$ cat config.mk
export PLATFORM = sky130hd
export DESIGN_NAME = product_accumulator
export DESIGN_NICKNAME = d
export VERILOG_FILES = /design/src/rtl/product_acc_pkg.sv /design/src/rtl/product_accumulator.sv
export SDC_FILE = /design/constraint.sdc
export NUM_CORES = 1
export LEC_CHECK = 0
export ABC_CLOCK_PERIOD_IN_PS = 2650
export CAP_MARGIN = 25
export CELL_PAD_IN_SITES_DETAIL_PLACEMENT = 0
export CELL_PAD_IN_SITES_GLOBAL_PLACEMENT = 2
export CORE_UTILIZATION = 36
export DETAILED_ROUTE_END_ITERATION = 6
export DONT_BUFFER_PORTS = 1
export PLACE_DENSITY = 0.88
export SLEW_MARGIN = 30
export SYNTH_ARGS = -nofsm -noshare
export SYNTH_HDL_FRONTEND = slang
export SYNTH_SLANG_ARGS = --single-unit
$ cat constraint.sdc
create_clock -name clk -period 2.65 [get_ports clk]
set_clock_uncertainty 0.15 [all_clocks]
set_input_delay 0.53 -clock clk [delete_from_list [all_inputs] [get_ports clk]]
set_output_delay 0.53 -clock clk [all_outputs]
set_load 0.02 [all_outputs]
$ cat src/rtl/product_acc_pkg.sv
// Shared definitions for the product accumulator: the FSM state encoding and
// the default widths matching the upstream 4x4 multiplier.
package product_acc_pkg;

    // Width of one incoming product (4x4 unsigned multiply gives 8 bits)
    localparam int DEFAULT_PROD_W = 8;

    // Default accumulator width; 16 maximal products (16*225=3600) fit in 12 bits
    localparam int DEFAULT_ACC_W = 12;

    // Width of the remaining-products counter; must hold the value 16
    localparam int CNT_W = 5;

    typedef enum logic [1:0] {
        IDLE = 2'd0,
        ACC  = 2'd1,
        DONE = 2'd2
    } state_t;

endpackage

$ cat src/rtl/product_accumulator.sv
// Accumulates a run of unsigned products into a modulo-2^ACC_W sum with a
// sticky carry-out flag. A run is started in IDLE with a length (0 means 16),
// consumes that many products through a valid/ready handshake and then holds
// the result until the consumer takes it. abort cancels a run at any time.
module product_accumulator
    import product_acc_pkg::*;
#(
    parameter int PROD_W = DEFAULT_PROD_W,
    parameter int ACC_W  = DEFAULT_ACC_W
) (
    input  logic              clk,
    input  logic              rst,
    input  logic              start,
    input  logic [3:0]        len,
    input  logic              abort,
    input  logic              in_valid,
    input  logic [PROD_W-1:0] in_prod,
    output logic              in_ready,
    output logic              out_valid,
    output logic [ACC_W-1:0]  out_acc,
    output logic              out_ovf,
    input  logic              out_ready,
    output logic              busy
);

    state_t           state;
    logic [ACC_W-1:0] acc;
    logic             ovf;
    logic [CNT_W-1:0] remaining;

    // One extra bit above the accumulator catches the carry of each addition
    logic [ACC_W:0]   sum;

    // Next accumulator value for a transfer, with carry in the top bit
    always_comb begin
        sum = {1'b0, acc} + {{(ACC_W + 1 - PROD_W){1'b0}}, in_prod};
    end

    // FSM, accumulator, overflow flag and run counter; rst beats abort, which
    // beats start and any transfer in the same cycle
    always_ff @(posedge clk) begin
        if (rst) begin
            state     <= IDLE;
            acc       <= '0;
            ovf       <= 1'b0;
            remaining <= '0;
        end else if (abort) begin
            state <= IDLE;
        end else begin
            case (state)
                IDLE: begin
                    if (start) begin
                        remaining <= (len == 4'd0) ? CNT_W'(16) : {1'b0, len};
                        acc       <= '0;
                        ovf       <= 1'b0;
                        state     <= ACC;
                    end
                end
                ACC: begin
                    if (in_valid) begin
                        acc       <= sum[ACC_W-1:0];
                        if (sum[ACC_W]) begin
                            ovf <= 1'b1;
                        end
                        remaining <= remaining - CNT_W'(1);
                        if (remaining == CNT_W'(1)) begin
                            state <= DONE;
                        end
                    end
                end
                DONE: begin
                    if (out_ready) begin
                        state <= IDLE;
                    end
                end
                default: begin
                    state <= IDLE;
                end
            endcase
        end
    end

    // Handshake and status outputs decode straight from the state register
    always_comb begin
        in_ready  = (state == ACC);
        out_valid = (state == DONE);
        busy      = (state != IDLE);
        out_acc   = acc;
        out_ovf   = ovf;
    end

endmodule

==> flow_metrics.py <==
metrics = {
    "outcome": {
        "outcome": "completed",
    },
    "min_path": {
        "hold_end": "out_acc[3]",
        "holdPathStages": 1,
        "min-delay-start": "rst",
        "min_path_type": "primary input to flop",
    },
    "setup_path": {
        "r2r_end": "out_acc[10]",
        "max_stage_delay_ns": 0.66,
        "worst_ep_required_time_ns": 1.97,
        "r2r_setup_slack_ns": 0.42,
        "critPathKind": "flop to output port",
        "r2r_cells": 7,
        "r2r-start": "out_acc[0]",
        "path_cells": "or2b_1, inv_1",
        "crit_slowest_cell": "dfxtp_1",
        "endpoint_kind": "output port",
        "worst-path-max-fanout": 15,
        "critPathArrivalTime_ns": 1.60,
        "critical_path.startpoint_type": "flop",
    },
    "clock_tree": {
        "post_cts_buffers": 0,
        "cts_root_buffer": "clkbuf_8",
        "hold_buffers": 0,
        "cts_sinks": 20,
        "cts_buffers": 3,
        "path_clk_slew_ns": 0.08,
        "clock_latency_ns": 0.25,
        "cts_buffer_depth": 2,
        "ctsResizeCount": 0,
        "tritoncts": "built",
        "cts_max_level": 1,
    },
    "floorplan": {
        "io_pins": 34,
        "initial_core_util": 0.376,
        "die_h_um": 64.0,
        "core.rowCount": 22,
        "design.die.area_mm2": 0.00410,
        "dieWidth_um": 64.0,
        "coreArea_mm2": 0.00369,
    },
    "synthesis": {
        "synthArstFlopShare": 0,
        "ys_types": 53,
        "ys.warnings.count": 0,
        "synth_edf_count": 0,
        "synth_top_area_frac": 0.289,
        "synthMuxAreaShare": 0.0325,
        "postSynthAreaPerCell_um2": 8.50,
        "ys_top_cells_by_area": "dfxtp_1, ha_1, a21oi_1, nor2_1, nand2_1",
        "synth_top_family_by_area": "simple AND/OR/NAND/NOR gates",
        "syn_area_mm2": 0.00139,
        "ys_ff_latch": 20,
        "synth-simple-area-share": 0.258,
        "synth-xor-area-share": 0.0190,
        "synth_compound_gate_area_share": 0.256,
        "synth_cells": 163,
        "synth_fa_ha_area_frac": 0.105,
        "synthFlopType": "dfxtp_1",
        "ys_seq_area_frac": 0.289,
        "yosysTopAreaCell": "dfxtp_1",
        "syn_nets": 192,
    },
    "drt": {
        "drt_iter0_drc": 32,
        "via_per_inst": 5.97,
        "antenna_left": 0,
        "wl_um": 3390,
        "drc_errors": 0,
        "wl_per_cell_um": 16.1,
        "dr.pass1.iters": 4,
        "vias": 1259,
    },
    "placed_design": {
        "dpl.hpwl_um": 2510,
        "dp_slack_ns": 0.342,
        "place.gp.congestion": 0.760,
        "placed_area_mm2": 0.00144,
        "numPlacedInstances": 208,
        "portBuffers": 0,
    },
    "grt": {
        "grt_pass1_vias": 1257,
        "grt_overflow": 0,
        "grt_max_degree": 25,
        "grt_pass1_wl_um": 5780,
        "grt_usage": 0.178,
        "antenna_found_initial": 0,
    },
    "timing": {
        "final.min_clock_period_ns": 2.28,
        "worst_slack_ns": 0.369,
        "slew_headroom": 0.612,
        "drv_slew": 0,
        "setup-violations-final": 0,
        "setup_tns_ns": 0,
        "post-route-period-util": 0.861,
        "tightest_slew_ns": 0.566,
        "fmax_ghz": 0.438,
        "hold_viol_final": 0,
        "timing.hold.ws_ns": 0.187,
        "rsz0062_at_grt": "false",
    },
    "power": {
        "total_leakage_power_uw": 0.000554,
        "swShare": 0.267,
        "p_int_uw": 446,
        "netSwitchingPower_uw": 163,
        "peakVddDrop_mv": 0.328,
        "p_per_area_mw_per_mm2": 411,
        "p_comb_frac": 0.150,
        "pwr-share-clk": 0.328,
        "pwr-share-seq": 0.521,
    },
    "final_layout": {
        "layout_common_cells": "dfxtp_1, nor2_1, a21oi_1, nand2_1, ha_1",
        "syn2layout_area_growth_pct": 7.05,
        "postLayoutCellArea_mm2": 0.00148,
        "antenna_cells": 0,
        "fin_cells": 211,
        "drive_gt1_frac": 0.0736,
        "mostFrequentLayoutCell": "dfxtp_1",
        "final_nets": 194,
    },
    "run": {
        "drv_cap": 0,
    },
}
==> worst max-delay path by stage <==
stage	startpoint	slack, ns	endpoint
2_1_floorplan	in_prod[0]	0.38	out_ovf
3_3_place_gp	in_prod[0]	0.35	out_ovf
3_5_place_dp	in_prod[0]	0.34	out_ovf
4_1_cts	state[0]	0.36	in_ready
5_1_grt	state[0]	0.25	in_ready
6_report	state[0]	0.37	in_ready
==> cell usage after synthesis, types with 3 or more instances <==
cell type  instances
nand3b_1           4
or3_1              3
nor3_1             4
nand2_1           10
nor2_1            13
buf_2              3
mux2i_1            3
o21ai_0            6
a21oi_1           12
a221oi_1           3
o31ai_1            3
dfxtp_1           20
a22o_1             3
o211ai_1           3
ha_1              10
inv_1              8
nand3_1            5
a211oi_1           4
a21o_1             4
clkbuf_1           3
==> kinds of logic after synthesis <==
| kind of cell | count (synthesis) |
|---|---|
| adders and majority gates | 11 |
| buffers and inverters | 14 |
| xor gates and xnor gates | 3 |
| muxes | 4 |
| and+or+nand+nor | 60 |
| DFF | 20 |
| AOI/OAI and AO/OA | 51 |
==> per-layer routing <==
metal / up-vias / track usage / share of wire
met5: - / 0 / 0
met4: 0 / 0.0511 / 0.015
met3: 6 / 0.0500 / 0.052
met2: 38 / 0.303 / 0.47
met1: 593 / 0.216 / 0.47
li1: 622 / - / -
==> registers in the layout, indices dropped and copies added (netlist names) <==
signal,flops
state,2
out_ovf,1
remaining,5
out_acc,12
==> worst max-delay path: cells and delay by family, from the launching register on <==
| family | cells | cell delay, ns |
|---|---|---|
| buf+inv | 1 | 0.28 |
| flops | 1 | 0.66 |
| simple gates | 1 | 0.40 |
==> cell type report <==
| class | instances | area (um2) |
|---|---|---|
| sequential | 20 | 400 |
| clock buffer | 3 | 41.3 |
| fill | 402 | 2210 |
| multi-input combinational | 129 | 928 |
| tap | 48 | 60.1 |
| timing repair buffer | 3 | 22.5 |
| inverter | 8 | 30.0 |
==> through the flow <==
step	total power, uW	util
2_1_floorplan	399	-
3_3_place_gp	414	0.391
3_5_place_dp	416	0.391
4_1_cts	617	0.402
5_1_grt	639	0.402
6_report	609	0.402
==> power groups by stage <==
stage | clock, uW | sequential, uW | combinational, uW
after floorplan | 0 | 321 | 77.7
after global placement | 0 | 324 | 89.8
after detailed placement | 0 | 325 | 91.2
after CTS | 208 | 318 | 91.7
after global routing | 217 | 319 | 104
final | 200 | 318 | 91.5
Note: power is estimated with default switching activity, not from simulation.
